==> config.mk <==
export PLATFORM = sky130hd
export DESIGN_NAME = alles_test_core
export DESIGN_NICKNAME = d
export VERILOG_FILES = /design/src/rtl/alles_test_core.sv
export SDC_FILE = /design/constraint.sdc
export NUM_CORES = 1
export LEC_CHECK = 0
export BUFFER_PORTS_ARGS = -buffer_cell sky130_fd_sc_hd__buf_2
export CORE_MARGIN = 8
export CORE_UTILIZATION = 55
export DETAILED_ROUTE_END_ITERATION = 10
export PLACE_DENSITY = 0.8
export SLEW_MARGIN = 5
export SYNTH_ARGS = -nofsm -noshare
export SYNTH_HDL_FRONTEND = slang
export SYNTH_SLANG_ARGS = --single-unit
==> constraint.sdc <==
create_clock -name clk -period 2.6 [get_ports clk]
set_clock_uncertainty 0.05 [all_clocks]
set_input_delay 0.26 -clock clk [delete_from_list [all_inputs] [get_ports clk]]
set_output_delay 0.26 -clock clk [all_outputs]
set_load 0.01 [all_outputs]
==> src/rtl/alles_test_core.sv <==
// SPI flash command engine: WRITE_CMD / RD_STATUS / WR_DATA / RD_DATA frames, SCK = clk/4, mode 0.
// Optional macro ADDR_AUTOINC_EN: the 24-bit address advances after each completed WR_DATA or RD_DATA.
module alles_test_core (
    input  logic       clk,
    input  logic       rst,
    input  logic       enable,
    input  logic [2:0] controll,
    input  logic       spi_miso,
    output logic       spi_cs_n,
    output logic       spi_sck,
    output logic       spi_mosi,
    output logic       busy,
    output logic       done,
    output logic [7:0] status,
    output logic [7:0] rd_data
);
    localparam int DATA_W  = 8;
    localparam int ADDR_W  = 24;
    localparam int FRAME_W = 40;

    localparam logic [2:0] CMD_WRITE     = 3'b001;
    localparam logic [2:0] CMD_RD_STATUS = 3'b010;
    localparam logic [2:0] CMD_WR_DATA   = 3'b011;
    localparam logic [2:0] CMD_RD_DATA   = 3'b100;

    typedef enum logic [2:0] {S_IDLE, S_CS_SETUP, S_SHIFT, S_CS_HOLD, S_DONE} state_t;

    state_t              state, state_nxt;
    logic                en_q;
    logic                armed;
    logic                launch;
    logic                last_bit;
    logic [2:0]          cmd;
    logic [1:0]          phase;
    logic [5:0]          bit_cnt;
    logic [5:0]          nbits;
    logic [FRAME_W-1:0]  tx;
    logic [DATA_W-1:0]   rx;
    logic [DATA_W-1:0]   wr_data;
    logic [ADDR_W-1:0]   addr;

    function automatic logic valid_cmd(input logic [2:0] c);
        return (c >= CMD_WRITE) && (c <= CMD_RD_DATA);
    endfunction

    function automatic logic [5:0] frame_bits(input logic [2:0] c);
        case (c)
            CMD_WRITE:     return 6'd8;
            CMD_RD_STATUS: return 6'd16;
            default:       return 6'd40;
        endcase
    endfunction

    // Frames are left-aligned so the MSB always drives MOSI; read bits shift out zeros.
    function automatic logic [FRAME_W-1:0] frame_word(input logic [2:0] c,
                                                      input logic [ADDR_W-1:0] a,
                                                      input logic [DATA_W-1:0] d);
        case (c)
            CMD_WRITE:     return {8'h06, 32'h0};
            CMD_RD_STATUS: return {8'h05, 32'h0};
            CMD_WR_DATA:   return {8'h02, a, d};
            default:       return {8'h03, a, 8'h00};
        endcase
    endfunction

    // armed blocks a launch after reset until enable has been seen low.
    assign launch   = (state == S_IDLE) && enable && !en_q && armed && valid_cmd(controll);
    assign last_bit = (phase == 2'd3) && (bit_cnt == nbits - 6'd1);

    always_ff @(posedge clk or negedge rst) begin
        if (!rst) begin
            state <= S_IDLE;
        end else begin
            state <= state_nxt;
        end
    end

    always_comb begin
        state_nxt = state;
        busy      = 1'b1;
        done      = 1'b0;
        spi_cs_n  = 1'b0;
        spi_sck   = 1'b0;
        spi_mosi  = 1'b0;
        case (state)
            S_IDLE: begin
                busy     = 1'b0;
                spi_cs_n = 1'b1;
                if (launch) state_nxt = S_CS_SETUP;
            end
            S_CS_SETUP: state_nxt = S_SHIFT;
            S_SHIFT: begin
                spi_sck  = phase[1];
                spi_mosi = tx[FRAME_W-1];
                if (last_bit) state_nxt = S_CS_HOLD;
            end
            S_CS_HOLD: begin
                if (phase == 2'd3) state_nxt = S_DONE;
            end
            S_DONE: begin
                done      = 1'b1;
                spi_cs_n  = 1'b1;
                state_nxt = S_IDLE;
            end
            default: begin
                busy      = 1'b0;
                spi_cs_n  = 1'b1;
                state_nxt = S_IDLE;
            end
        endcase
    end

    always_ff @(posedge clk or negedge rst) begin
        if (!rst) begin
            en_q    <= 1'b0;
            armed   <= 1'b0;
            cmd     <= '0;
            phase   <= '0;
            bit_cnt <= '0;
            nbits   <= '0;
            tx      <= '0;
            rx      <= '0;
            status  <= '0;
            rd_data <= '0;
            wr_data <= '0;
            addr    <= '0;
        end else begin
            en_q <= enable;
            if (!enable) armed <= 1'b1;
            case (state)
                S_IDLE: begin
                    phase   <= '0;
                    bit_cnt <= '0;
                    if (launch) begin
                        cmd   <= controll;
                        nbits <= frame_bits(controll);
                        tx    <= frame_word(controll, addr, wr_data);
                    end
                end
                S_SHIFT: begin
                    phase <= phase + 2'd1;
                    // MISO captured as SCK rises (entry to phase 2); only the last 8 bits survive.
                    if (phase == 2'd1) rx <= {rx[DATA_W-2:0], spi_miso};
                    if (phase == 2'd3) begin
                        tx      <= {tx[FRAME_W-2:0], 1'b0};
                        bit_cnt <= bit_cnt + 6'd1;
                    end
                end
                S_CS_HOLD: phase <= phase + 2'd1;
                S_DONE: begin
                    if (cmd == CMD_RD_STATUS) status  <= rx;
                    if (cmd == CMD_RD_DATA)   rd_data <= rx;
                    if (cmd == CMD_WR_DATA)   wr_data <= wr_data + 8'd1;
`ifdef ADDR_AUTOINC_EN
                    if (cmd == CMD_WR_DATA || cmd == CMD_RD_DATA) addr <= addr + 24'd1;
`else
                    addr <= '0;
`endif
                end
                default: ;
            endcase
        end
    end

endmodule

==> results.cfg <==
[run_status]
status = complete, no violations

[floorplanning]
die_y_um = 101
coreArea_mm2 = 0.00714
die_width_um = 101
top_level_ports = 28
start_util_pct = 55.9
fp-row-count = 31
die_area_mm2 = 0.0102

[setup_path]
regToRegSetupSlack_ps = 540
r2r-start = state[2]
endpoint_kind = flip-flop
worstPathRequired_ps = 2800
cp_max_fo = 10
rr_endpoint = rd_data[1]
critPathLaunchType = flip-flop
r2r_cells = 3
arrival_ps = 2250
worst-setup-path-type = reg2reg

[timing]
slew_violations = 0
slew_headroom_pct = 57.1
finalHoldViolations = 0
tns_ps = 0
fin_crit_ps = 2060
tightest_slew_ps = 643
finalCritPeriodShare_pct = 79.0
finalWorstSetupSlack_ps = 545
grt_setup_unrepaired = false
setup_violations = 0
fmax_ghz = 0.487

[power_and_ir_drop]
power.leakage_uw = 0.00203
p_total_uw = 3470
pwr-share-seq_pct = 49.8
clock_power_share_pct = 26.9
swShare_pct = 32.5
comb_power_share_pct = 23.3
p_switching_uw = 1130
peakVddDrop_mv = 0.395
intPower_uw = 2340
p_per_area_mw_per_mm2 = 780

[placed_design]
post_dp_cell_area_mm2 = 0.00423
post-place-ws_ps = 550
dp_hpwl_um = 4840
gp_congestion = 0.793
port_buffers = 27

[hold_path]
hold_end = rx[0]
hold_start = spi_miso
hp-class = in2reg
whs_path_depth = 2

[cts]
cts.reportedPaths.clkPinSlew_ps = 90
cts.sink_count = 91
post_cts_buffers = 0
clockBufferDepth = 2
cts_tree = done
cts_resized = 0
cts_hold_buf = 2
htreeDepth = 3
cts_buffers = 9
cts-root-buf = clkbuf_8
clk_latency_ps = 360

[global_route]
grt_pass1_vias = 2525
grt.total_usage_pct = 14.9
antenna_found_initial = 0
overflow = 0
grt_pass1_wl_um = 12100
grt_max_degree = 81

[detailed_routing]
drtIter0Drc = 132
drc = 0
wire_per_inst_um = 14.5
ant_nets = 0
vias = 2681
wl_um = 7220
via_per_inst = 5.39
drtPass1Iterations = 4

[synth]
synth_edf_count = 0
synth_nets = 380
postSynthCellCount = 368
ys_async_sr_fraction_pct = 100
yosys-top-cells-area = dfrtp_1 (57%), nand2_1 (7.2%), o21ai_0 (5.4%)
ys_seq_elements = 91
synth_area_per_cell_um2 = 10.8
syn-cell-area_mm2 = 0.00399
yosysTopAreaCellShare_pct = 57.1
ys.flop_type = dfrtp_1
yosys.area.top_type = dfrtp_1
synth-seq-area-share_pct = 57.1
yosys_warnings = 0
synth.distinct_cells = 46

[cells_and_area]
drive_gt1_share_pct = 21.1
design_area_mm2 = 0.00444
final_cell_mix = dfrtp_1 (91), nand2_1 (77), o21ai_0 (43), buf_2 (26), mux2_2 (17)
fin_nets = 405
final_common_cell = dfrtp_1
diodes = 0
area_growth_pct = 11.3
fin_util_pct = 62.3

[job]
max_cap_viol_count = 0
kinds of logic after synthesis:
group / Yosys count / share of synthesized area, %
AO/OA/AOI/OAI: 69 / 10.2
XOR/XNOR: 18 / 3.95
adder cells (fa/ha/maj): 5 / 1.57
buffers and inverters: 29 / 3.29
flip-flops: 91 / 57.1
multiplexers: 27 / 8.31
AND/OR/NAND/NOR: 129 / 15.6
power by group through the flow:
stage	Clock, uW	Sequential (uW)	Combinational (uW)
2_1_floorplan	0	1690	620
3_3_place_gp	0	1740	781
3_5_place_dp	0	1750	810
4_1_cts	956	1720	814
5_1_grt	1010	1750	900
6_report	933	1720	808
critical path, cell delays in order (launching register included):
cell	delay, ps
dfrtp_1	550
or3b_4	460
or4_4	540
mux2_4	340
cell type report:
type                    instances  area [um^2]
clock buffers                  10          128
clock inverters                 6         65.1
fillers                       585         2690
inverters                       7         26.3
multi-input cells             248         1600
flip-flops and latches         91         2280
well taps                      99          124
repair buffers                 36          223
cell usage after synthesis (all sizes together), types with 2 or more instances:
| master | n |
|---|---|
| nor2 | 10 |
| xor2 | 7 |
| nand2 | 77 |
| and2 | 3 |
| or3 | 2 |
| nand3b | 4 |
| nand3 | 5 |
| clkbuf | 15 |
| nor2b | 3 |
| mux2 | 25 |
| buf | 7 |
| nand2b | 3 |
| nor3 | 5 |
| inv | 7 |
| and3 | 2 |
| a31oi | 2 |
| a22oi | 7 |
| ha | 5 |
| dfrtp | 91 |
| mux2i | 2 |
| o21ai | 43 |
| a21oi | 7 |
| nand4 | 7 |
| o31ai | 2 |
| xnor2 | 11 |
per-layer routing:
metal	up-vias	GRT usage, %	routed length (um)
met5	-	0	0
met4	0	6.53	110
met3	8	3.23	288
met2	42	23.6	3430
met1	1321	19.2	3390
li1	1310	-	-
state kept, by name (all words and copies together), names as in the netlist, 3 cells and up:
signal,cells
state,3
wr_data,8
status,8
rx,8
nbits,3
rd_data,8
cmd,3
bit_cnt,6
tx,40
metrics by stage:
step | cells | hold slack (ps)
after floorplan | 368 | -85.6
after global placement | 479 | 271
after detailed placement | 479 | 278
after CTS | 497 | 78.3
after global routing | 497 | 85.6
final | 497 | 93.4
worst max-delay path by stage:
| stage | startpoint | cells after the start | end |
|---|---|---|---|
| global route | state[2] | 4 | status[0] |
| global placement | state[2] | 3 | rd_data[3] |
| floorplan | state[0] | 5 | rd_data[0] |
| finish | state[2] | 3 | rd_data[1] |
| CTS | state[2] | 3 | rd_data[2] |
| detailed placement | state[2] | 3 | rd_data[2] |
(Power assumes the default switching activity.)
